[src/rtl/fifo_pkg.sv]
// fifo_pkg: shared definitions for the level-reporting bypass FIFO.
//   MAX_ADDR_WIDTH  - widest supported address (pointers are one bit wider)
//   DEF_ADDR_WIDTH  - default address width of the FIFO
//   DEPTH           - word capacity at the default address width
//   fifo_ptr_t      - pointer container wide enough for any legal ADDR_WIDTH
//   fifo_level()    - modular write/read pointer distance for a given width
package fifo_pkg;

  localparam int unsigned MAX_ADDR_WIDTH = 32'd10;
  localparam int unsigned DEF_ADDR_WIDTH = 32'd4;
  localparam int unsigned DEPTH          = 32'd1 << DEF_ADDR_WIDTH;

  typedef logic [MAX_ADDR_WIDTH:0] fifo_ptr_t;

  // Pointers are aw+1 bits and wrap naturally, so the fill level is the
  // difference taken modulo 2**(aw+1). Inputs arrive zero-extended into the
  // wide container; the mask drops the borrow bits above the real width.
  function automatic fifo_ptr_t fifo_level(input fifo_ptr_t   wr,
                                           input fifo_ptr_t   rd,
                                           input int unsigned aw);
    fifo_ptr_t mask;
    mask = (fifo_ptr_t'(1'b1) << (aw + 32'd1)) - fifo_ptr_t'(1'b1);
    return (wr - rd) & mask;
  endfunction

endpackage

[src/rtl/fifo_ptr_ctl.sv]
// fifo_ptr_ctl: pointer, level and sticky error-flag control for the FIFO.
//   clk_i, rst_ni     - clock, asynchronous active-low reset
//   flush             - synchronous clear of pointers and flags (wins over all)
//   push, pull        - raw requests from producer / consumer
//   bypass            - word is being forwarded around storage this cycle
//   empty_ext         - empty as seen by the consumer (after bypass mux)
//   wr_en             - store data_in at waddr on this edge
//   waddr, raddr      - storage indices (low bits of the pointers)
//   level             - stored word count 0..2**ADDR_WIDTH
//   full, empty_int   - storage full / storage empty
//   overflow          - sticky: push rejected because full
//   underflow         - sticky: pull found no data
module fifo_ptr_ctl
  import fifo_pkg::*;
#(
  parameter int unsigned ADDR_WIDTH = DEF_ADDR_WIDTH
) (
  input  logic                  clk_i,
  input  logic                  rst_ni,
  input  logic                  flush,
  input  logic                  push,
  input  logic                  pull,
  input  logic                  bypass,
  input  logic                  empty_ext,
  output logic                  wr_en,
  output logic [ADDR_WIDTH-1:0] waddr,
  output logic [ADDR_WIDTH-1:0] raddr,
  output logic [ADDR_WIDTH:0]   level,
  output logic                  full,
  output logic                  empty_int,
  output logic                  overflow,
  output logic                  underflow
);

  typedef logic [ADDR_WIDTH:0] ptr_t;

  localparam ptr_t PTR_ONE   = ptr_t'(1'b1);
  localparam ptr_t DEPTH_LVL = {1'b1, {ADDR_WIDTH{1'b0}}};

  ptr_t wrptr_q, wrptr_d;
  ptr_t rdptr_q, rdptr_d;
  logic ovf_q, ovf_d;
  logic udf_q, udf_d;

  logic rd_en_s;
  logic ovf_set_s;
  logic udf_set_s;

  // Level and status decode from the registered pointers only.
  always_comb begin
    level     = ptr_t'(fifo_level(fifo_ptr_t'(wrptr_q), fifo_ptr_t'(rdptr_q), ADDR_WIDTH));
    full      = (level == DEPTH_LVL);
    empty_int = (level == ptr_t'(1'b0));
  end

  // Request qualification. full is the registered view, so a same-cycle pull
  // never makes room for a push. A bypassed pull is served by data_in and is
  // therefore never an underflow, even when the producer is idle.
  always_comb begin
    wr_en     = push & ~full & ~bypass & ~flush;
    rd_en_s   = pull & ~empty_int & ~flush;
    ovf_set_s = push & full & ~flush;
    udf_set_s = pull & empty_ext & ~bypass & ~flush;
  end

  // Next-state for pointers and sticky flags; flush clears everything.
  always_comb begin
    wrptr_d = wrptr_q;
    rdptr_d = rdptr_q;
    ovf_d   = ovf_q;
    udf_d   = udf_q;
    if (flush) begin
      wrptr_d = '0;
      rdptr_d = '0;
      ovf_d   = 1'b0;
      udf_d   = 1'b0;
    end else begin
      if (wr_en) begin
        wrptr_d = wrptr_q + PTR_ONE;
      end else begin
        wrptr_d = wrptr_q;
      end
      if (rd_en_s) begin
        rdptr_d = rdptr_q + PTR_ONE;
      end else begin
        rdptr_d = rdptr_q;
      end
      ovf_d = ovf_q | ovf_set_s;
      udf_d = udf_q | udf_set_s;
    end
  end

  // Pointer and flag registers with asynchronous reset.
  always_ff @(posedge clk_i or negedge rst_ni) begin
    if (!rst_ni) begin
      wrptr_q <= '0;
      rdptr_q <= '0;
      ovf_q   <= 1'b0;
      udf_q   <= 1'b0;
    end else begin
      wrptr_q <= wrptr_d;
      rdptr_q <= rdptr_d;
      ovf_q   <= ovf_d;
      udf_q   <= udf_d;
    end
  end

  assign waddr     = wrptr_q[ADDR_WIDTH-1:0];
  assign raddr     = rdptr_q[ADDR_WIDTH-1:0];
  assign overflow  = ovf_q;
  assign underflow = udf_q;

endmodule

[src/rtl/sync_bypass_fifo_lvl.sv]
// sync_bypass_fifo_lvl: single-clock show-ahead FIFO with fill level,
// programmable almost-full/almost-empty thresholds, sticky overflow/underflow
// and an optional combinational pass-thru path when the FIFO is empty.
//   clk_i, rst_ni      - clock, asynchronous active-low reset
//   flush              - synchronous clear of pointers and error flags
//   data_in, push      - write port; full reports 2**ADDR_WIDTH words held
//   data_out, pull     - show-ahead read port; empty = nothing for consumer
//   level              - stored word count
//   af_thresh/ae_thresh- thresholds for almost_full / almost_empty
//   overflow/underflow - sticky error flags
// With PASS_THRU=1 a pull on empty storage forwards data_in to data_out in
// the same cycle (push->empty and data_in->data_out are combinational);
// downstream logic must register these.
module sync_bypass_fifo_lvl
  import fifo_pkg::*;
#(
  parameter bit          PASS_THRU  = 1'b1,
  parameter int unsigned ADDR_WIDTH = DEF_ADDR_WIDTH,
  parameter int unsigned DATA_WIDTH = 32'd8
) (
  input  logic                  clk_i,
  input  logic                  rst_ni,
  input  logic                  flush,
  input  logic [DATA_WIDTH-1:0] data_in,
  input  logic                  push,
  output logic                  full,
  output logic [DATA_WIDTH-1:0] data_out,
  input  logic                  pull,
  output logic                  empty,
  output logic [ADDR_WIDTH:0]   level,
  input  logic [ADDR_WIDTH:0]   af_thresh,
  input  logic [ADDR_WIDTH:0]   ae_thresh,
  output logic                  almost_full,
  output logic                  almost_empty,
  output logic                  overflow,
  output logic                  underflow
);

  localparam int unsigned DEPTH_L = 32'd1 << ADDR_WIDTH;

  logic [DATA_WIDTH-1:0] mem_q [DEPTH_L];
  logic [DATA_WIDTH-1:0] mem_d [DEPTH_L];

  logic                  wr_en_s;
  logic [ADDR_WIDTH-1:0] waddr_s;
  logic [ADDR_WIDTH-1:0] raddr_s;
  logic                  empty_int_s;
  logic                  bypass_s;
  logic                  empty_s;

  fifo_ptr_ctl #(
    .ADDR_WIDTH (ADDR_WIDTH)
  ) u_ptr_ctl (
    .clk_i     (clk_i),
    .rst_ni    (rst_ni),
    .flush     (flush),
    .push      (push),
    .pull      (pull),
    .bypass    (bypass_s),
    .empty_ext (empty_s),
    .wr_en     (wr_en_s),
    .waddr     (waddr_s),
    .raddr     (raddr_s),
    .level     (level),
    .full      (full),
    .empty_int (empty_int_s),
    .overflow  (overflow),
    .underflow (underflow)
  );

  // Bypass selection and consumer-side empty/data mux. Flush suppresses the
  // bypass so nothing is delivered in a flush cycle.
  always_comb begin
    if (PASS_THRU) begin
      bypass_s = pull & empty_int_s & ~flush;
    end else begin
      bypass_s = 1'b0;
    end
    if (bypass_s) begin
      empty_s  = ~push;
      data_out = data_in;
    end else begin
      empty_s  = empty_int_s;
      data_out = mem_q[raddr_s];
    end
  end

  assign empty = empty_s;

  // Threshold flags depend only on registered pointers and threshold inputs.
  always_comb begin
    almost_full  = (level >= af_thresh);
    almost_empty = (level <= ae_thresh);
  end

  // Storage next-state: one word written per accepted push.
  always_comb begin
    mem_d = mem_q;
    if (wr_en_s) begin
      mem_d[waddr_s] = data_in;
    end else begin
      mem_d = mem_q;
    end
  end

  // Storage array; contents deliberately survive reset and flush.
  always_ff @(posedge clk_i) begin
    mem_q <= mem_d;
  end

endmodule

[config.mk]
export PLATFORM = sky130hd
export DESIGN_NAME = sync_bypass_fifo_lvl
export DESIGN_NICKNAME = d
export VERILOG_FILES = /design/src/rtl/fifo_pkg.sv /design/src/rtl/fifo_ptr_ctl.sv /design/src/rtl/sync_bypass_fifo_lvl.sv
export SDC_FILE = /design/constraint.sdc
export NUM_CORES = 1
export LEC_CHECK = 0
export ABC_AREA = 0
export CAP_MARGIN = 5
export CORE_MARGIN = 4
export CORE_UTILIZATION = 24
export CTS_BUF_LIST = sky130_fd_sc_hd__clkbuf_4
export CTS_CLUSTER_SIZE = 16
export DETAILED_ROUTE_END_ITERATION = 12
export PLACE_DENSITY = 0.41
export REMOVE_ABC_BUFFERS = 1
export SYNTH_ARGS = -nofsm -noshare
export SYNTH_HDL_FRONTEND = slang
export SYNTH_HIERARCHICAL = 1
export SYNTH_SLANG_ARGS = --single-unit
[constraint.sdc]
create_clock -name clk_i -period 3.9 [get_ports clk_i]
set_input_delay 1.17 -clock clk_i [delete_from_list [all_inputs] [get_ports clk_i]]
set_output_delay 1.17 -clock clk_i [all_outputs]
set_load 0.02 [all_outputs]
==> flow_metrics.env, run 1 <==
export IMPL_status="finished with violations"
export IMPL_violations="setup timing"
export IMPL_finalCritPeriodShare_pct=111
export IMPL_place_inst=788
export IMPL_crit_arrival_ns=3.16
export IMPL_drive_above_1_share_pct=36.9
export IMPL_finalWeightedCongestion=0.772
export IMPL_cts_buffer_depth=2
export IMPL_synthAdderAreaFrac_pct=3.53
export IMPL_syn_inst=378
export IMPL_synth_seq_cells=140
export IMPL_peakVddDrop_uv=429
export IMPL_grt_antenna_before_repair=0
export IMPL_synth_area_mux_share_pct=14.6
export IMPL_wl_met1_um=6840
export IMPL_synthFlopType="edfxtp_1"
export IMPL_overflow=0
export IMPL_drc=0
export IMPL_fp_dieArea_um2=28600
export IMPL_num_vias=3683
export IMPL_antenna_cells=0
export IMPL_die_width_um=169
export IMPL_ys_async_sr_fraction_pct=8.57
export IMPL_met3_wirelength_um=642
export IMPL_n_fill_cell=2534
export IMPL_cts_root_buf="clkbuf_4"
export IMPL_num_io_pins=42
export IMPL_worstSkewPairLatency_ns=0.52
export IMPL_ctsHoldBuffers=0
export IMPL_wl_met2_um=7610
export IMPL_yosys_area_share_simple_pct=6.86
export IMPL_power_leakage_uw=0.00272
export IMPL_top_layer_used="met4"
export IMPL_path_clk_slew_ns=0.13
export IMPL_die_h_um=169
export IMPL_min_period_ns=4.33
export IMPL_dr_pass1_iters=4
export IMPL_clock_fmax_ghz=0.231
export IMPL_setup_viol=11
export IMPL_syn_area_um2=6240
export IMPL_relSlewSlack_pct=55.7
export IMPL_rows=58
export IMPL_cts_sinks=140
export IMPL_syn_to_final_growth_pct=28.1
export IMPL_layout_setup_ws_ns=-0.425
export IMPL_htree_num_levels=4
export IMPL_synth_xor_area_share_pct=0.421
export IMPL_fin_skew_ns=0.0207
export IMPL_synth_top_family_by_area="multiplexers"
export IMPL_cts_inserted_buffers=17
export IMPL_routed_wl_um=15200
export IMPL_ys_types=42
export IMPL_via_per_inst=4.38
export IMPL_maxCapViolations=0
export IMPL_yosysSeqAreaShare_pct=66.4
export IMPL_core_um2=25400
export IMPL_synth_compound_area_share_pct=4.25
export IMPL_rsz0062_at_grt="true"
export IMPL_yosys_warnings=6
export IMPL_hold_class="reg2reg"
export IMPL_finalSetupTns_ns=-3.34
export IMPL_pre_cts_ws_ns=-0.492
export IMPL_num_nets_final=537
export IMPL_grt_max_degree=36
export IMPL_hpwl_um=9770
export IMPL_drt_initial_drc_count=202
export IMPL_p_per_area_nw_per_um2=652
export IMPL_path_max_fanout=5
export IMPL_grt_pass1_wl_um=23000
export IMPL_cp_end_kind="output port"
export IMPL_crit_type="reg2out"
export IMPL_cp_required_ns=2.73
export IMPL_grt_pass1_vias=3904
export IMPL_io_buffers=41
export IMPL_final_cells=840
export IMPL_wire_per_inst_um=18.1
export IMPL_cts_tree="built"
export IMPL_start_util_pct=24.6
export IMPL_synth_edf_count=128
export IMPL_slew_violations=0
export IMPL_antenna_left=0
export IMPL_critPathLaunchType="flip-flop"
export IMPL_tightest_slew_ns=0.665
export IMPL_grtUsageTotal_pct=10.8
export IMPL_hold_viol=0
export IMPL_syn_avg_cell_area_um2=16.5
## logic make-up after synthesis
| family | count (synthesis) |
|---|---|
| flops | 140 |
| simple gates | 78 |
| mux | 53 |
| compound gates | 44 |
| buf+inv | 43 |
| fa+ha+maj | 17 |
| xor+xnor | 3 |
## timing repair
action                                  4_1_cts  5_1_grt
setup buffers                                18        6
cloned                                        1        0
hold endpoints to repair                      0        0
resized for setup                            91       23
pin swaps                                     8        6
endpoints found under the setup margin       14       40
## metal layers
layer  vias up  GRT usage, %
met5         -             0
met1      1887          13.8
met2        77          18.2
met3         7          3.35
met4         0          2.17
li1       1712             -
## power breakdown
part	internal, uW	switching (uW)
Combinational	1330	1250
Clock	346	558
Sequential	1710	26.9
## flip-flops by register name (all words and copies together) (netlist names)
register	count
mem_q	128
u_ptr_ctl/overflow	1
u_ptr_ctl/rdptr_q	5
u_ptr_ctl/wrptr_q	5
u_ptr_ctl/underflow	1
## cells in the final DEF (no fill, tap or decap), types with 11 or more instances in the layout
master / n
mux4_2: 29
mux2i_1: 20
ha_1: 14
edfxtp_1: 128
nor2_1: 20
clkdlybuf4s50_1: 27
a21oi_1: 16
buf_4: 77
inv_1: 17
clkbuf_4: 19
buf_6: 11
## critical path, cell delays in order, from the launching register on
cell and delay [ns]:
dfrtp_1 0.44, ha_4 0.17, inv_2 0.04, fa_2 0.45, nand3b_1 0.18, a211o_1 0.27, a2bb2oi_2 0.17, and3_4 0.25
buf_8 0.14, buf_12 0.11, nor3_1 0.04, a21oi_1 0.12, o21ai_1 0.08, buf_2 0.17
## cell type report
type,count,area (um2),share of cell area [%]
clock buffer,19,143,1.78
inverter,20,77.6,0.970
clock inverter,13,133,1.66
multi-input combinational,195,2010,25.2
timing repair buffer,123,1070,13.4
sequential,140,4150,51.9
tap,330,413,5.16
## stage by stage
step | hold WS, ns | power [uW] | utilization (%) | cell area, um2
3_3_place_gp | 0.482 | 3900 | 29.0 | 7380
4_1_cts | 0.560 | 5150 | 31.0 | 7880
6_report | 0.542 | 5210 | 31.5 | 8000
2_1_floorplan | 0.528 | 2920 | - | 6070
5_1_grt | 0.579 | 5570 | 31.5 | 8000
3_5_place_dp | 0.529 | 3920 | 29.0 | 7380
## cells in the mapped netlist, drive strengths merged (3+ instances only)
library cell | n | area (um2)
nand3b | 6 | 45.0
or3 | 3 | 18.8
edfxtp | 128 | 3840
mux2 | 3 | 33.8
nand4 | 5 | 31.3
a31oi | 3 | 18.8
inv | 20 | 75.1
dfrtp | 12 | 300
mux2i | 20 | 200
nor3 | 13 | 65.1
buf | 21 | 161
xor2 | 3 | 26.3
nand2b | 8 | 50.1
a21oi | 20 | 100
o21ai | 13 | 65.1
ha | 16 | 200
nor2 | 21 | 78.8
nor2b | 7 | 43.8
nand3 | 3 | 15.0
nand2 | 4 | 15.0
mux4 | 30 | 679
## worst paths after layout
kind	slack (ns)	cells past startpoint	start	end
max in group asynchronous	2.41	1	rst_ni	u_ptr_ctl/rdptr_q[1]$_DFFE_PN0P_
setup reg to reg	0.13	16	u_ptr_ctl/wrptr_q[0]$_DFFE_PN0P_	mem_q[124]$_DFFE_PP_
min in group asynchronous	1.04	1	rst_ni	u_ptr_ctl/wrptr_q[2]$_DFFE_PN0P_
hold / removal	0.54	2	u_ptr_ctl/underflow$_DFF_PN0_	u_ptr_ctl/underflow$_DFF_PN0_
hold reg to reg	0.54	2	u_ptr_ctl/underflow$_DFF_PN0_	u_ptr_ctl/underflow$_DFF_PN0_
setup / recovery	-0.43	13	u_ptr_ctl/rdptr_q[0]$_DFFE_PN0P_	data_out[2]
(Power assumes the default switching activity.)
==> run 2: changes to the inputs <==
--- a/config.mk
+++ b/config.mk
@@ -7,12 +7,14 @@
 export LEC_CHECK = 0
 export ABC_AREA = 0
 export CAP_MARGIN = 5
+export CELL_PAD_IN_SITES_DETAIL_PLACEMENT = 2
+export CELL_PAD_IN_SITES_GLOBAL_PLACEMENT = 2
 export CORE_MARGIN = 4
 export CORE_UTILIZATION = 24
 export CTS_BUF_LIST = sky130_fd_sc_hd__clkbuf_4
 export CTS_CLUSTER_SIZE = 16
 export DETAILED_ROUTE_END_ITERATION = 12
-export PLACE_DENSITY = 0.41
+export PLACE_DENSITY = 0.5
 export REMOVE_ABC_BUFFERS = 1
 export SYNTH_ARGS = -nofsm -noshare
 export SYNTH_HDL_FRONTEND = slang
==> run 2 against run 1 <==
The run still ends with setup timing left; via count increased by 0.54%; largest power group unchanged; final area decreased by 0.47%; count of clock-buffer cells in the layout decreased by 2; critical path depth decreased by 1; final cell count decreased by 1.4%.
==> flow_metrics.env, run 2 (synthesis gave the netlist of run 1 again) <==
export IMPL_status="finished with violations"
export IMPL_violations="setup timing"
export IMPL_min_period_ns=4.34
export IMPL_finalCritPeriodShare_pct=111
export IMPL_grt_pass1_vias=4242
export IMPL_cts_root_buf="clkbuf_4"
export IMPL_wire_per_inst_um=20.0
export IMPL_grt_antenna_before_repair=0
export IMPL_finalWeightedCongestion=0.739
export IMPL_tightest_slew_ns=0.684
export IMPL_final_cells=828
export IMPL_fin_skew_ns=0.0188
export IMPL_cts_buffer_depth=2
export IMPL_cp_required_ns=2.73
export IMPL_cp_end_kind="output port"
export IMPL_largest_register="mem_q"
export IMPL_rsz0062_at_grt="true"
export IMPL_via_per_inst=4.47
export IMPL_hpwl_um=11000
export IMPL_hold_viol=0
export IMPL_rows=58
export IMPL_num_io_pins=42
export IMPL_overflow=0
export IMPL_num_vias=3703
export IMPL_relSlewSlack_pct=54.4
export IMPL_setup_viol=11
export IMPL_top_regs="mem_q x128, u_ptr_ctl/rdptr_q x5, u_ptr_ctl/wrptr_q x5"
export IMPL_maxCapViolations=0
export IMPL_cts_sinks=140
export IMPL_final_core_util_pct=31.3
export IMPL_power_leakage_uw=0.00272
export IMPL_layout_setup_ws_ns=-0.441
export IMPL_critPathLaunchType="flip-flop"
export IMPL_die_width_um=169
export IMPL_crit_type="reg2out"
export IMPL_routed_wl_um=16600
export IMPL_pre_cts_ws_ns=-0.564
export IMPL_antenna_left=0
export IMPL_num_nets_final=525
export IMPL_path_max_fanout=8
export IMPL_place_inst=788
export IMPL_antenna_cells=0
export IMPL_crit_arrival_ns=3.17
export IMPL_largest_reg_flops=128
export IMPL_hold_class="reg2reg"
export IMPL_most_common_layout_cells="edfxtp_1, buf_4, mux4_2"
export IMPL_drc=0
export IMPL_die_h_um=169
export IMPL_fp_dieArea_um2=28600
export IMPL_drt_initial_drc_count=173
export IMPL_path_clk_slew_ns=0.15
export IMPL_grt_max_degree=40
export IMPL_grtUsageTotal_pct=12.0
export IMPL_finalSetupTns_ns=-3.96
export IMPL_core_um2=25400
export IMPL_dr_pass1_iters=4
export IMPL_clock_fmax_ghz=0.230
export IMPL_layout_commonest_cell="edfxtp_1"
export IMPL_cts_tree="built"
export IMPL_p_per_area_nw_per_um2=654
export IMPL_worstSkewPairLatency_ns=0.53
export IMPL_peakVddDrop_uv=418
export IMPL_io_buffers=41
export IMPL_htree_num_levels=4
export IMPL_cts_inserted_buffers=17
export IMPL_grt_pass1_wl_um=25600
export IMPL_drive_above_1_share_pct=36.3
export IMPL_syn_to_final_growth_pct=27.5
export IMPL_slew_violations=0
export IMPL_ctsHoldBuffers=0
export IMPL_start_util_pct=24.6
[run 2: worst paths after layout]
check,startpoint,to,slack [ns],cells after the start
max,u_ptr_ctl/rdptr_q[0]$_DFFE_PN0P_,data_out[7],-0.44,12
min in group asynchronous,rst_ni,u_ptr_ctl/underflow$_DFF_PN0_,1.01,1
min,u_ptr_ctl/underflow$_DFF_PN0_,u_ptr_ctl/underflow$_DFF_PN0_,0.53,2
min reg2reg,u_ptr_ctl/underflow$_DFF_PN0_,u_ptr_ctl/underflow$_DFF_PN0_,0.53,2
max in group asynchronous,rst_ni,u_ptr_ctl/rdptr_q[2]$_DFFE_PN0P_,2.43,1
max reg2reg,u_ptr_ctl/wrptr_q[0]$_DFFE_PN0P_,mem_q[121]$_DFFE_PP_,0.25,17
[run 2: area by class of cell]
type	instances	area [um2]
Fill cell	2629	17400
Sequential cell	140	4150
Multi-Input combinational cell	195	2030
Timing Repair Buffer	111	990
Tap cell	330	413
Clock inverter	15	180
Clock buffer	17	128
Inverter	20	75.1
[run 2: per-stage QoR]
| stage | area (um2) | power, uW | hold slack (ns) |
|---|---|---|---|
| 6_report | 7960 | 5210 | 0.529 |
| 5_1_grt | 7960 | 5560 | 0.549 |
| 4_1_cts | 7880 | 5210 | 0.535 |
| 3_5_place_dp | 7390 | 4010 | 0.500 |
| 3_3_place_gp | 7390 | 3950 | 0.480 |
| 2_1_floorplan | 6070 | 2920 | 0.528 |
[run 2: where the power goes]
part / internal (uW) / switching, uW / leakage [uW]
Clock: 355 / 636 / 0.000163
Sequential: 1710 / 27.8 / 0.00131
Combinational: 1220 / 1260 / 0.00124
[run 2: critical path, cell delays in order (launching register included)]
cell and delay [ns]:
dfrtp_1 0.46, ha_4 0.18, inv_2 0.04, fa_2 0.43, nand3b_1 0.19, a211o_1 0.28, a2bb2oi_2 0.18, and3_4 0.28
buf_12 0.15, nor3_2 0.05, a21oi_1 0.12, o21ai_1 0.10, buf_4 0.17
[run 2: timing repair]
item	4_1_cts	5_1_grt
resized for setup	99	19
cloned	1	0
endpoints found under the setup margin	15	72
setup buffers	6	3
pin swaps	9	11
[run 2: metal layers]
metal | track usage [%] | routed length [um] | up-vias
met3 | 2.80 | 543 | 2
met1 | 15.6 | 7480 | 1957
li1 | - | - | 1680
met4 | 2.52 | 42 | 0
met5 | 0 | 0 | -
met2 | 20.6 | 8490 | 64
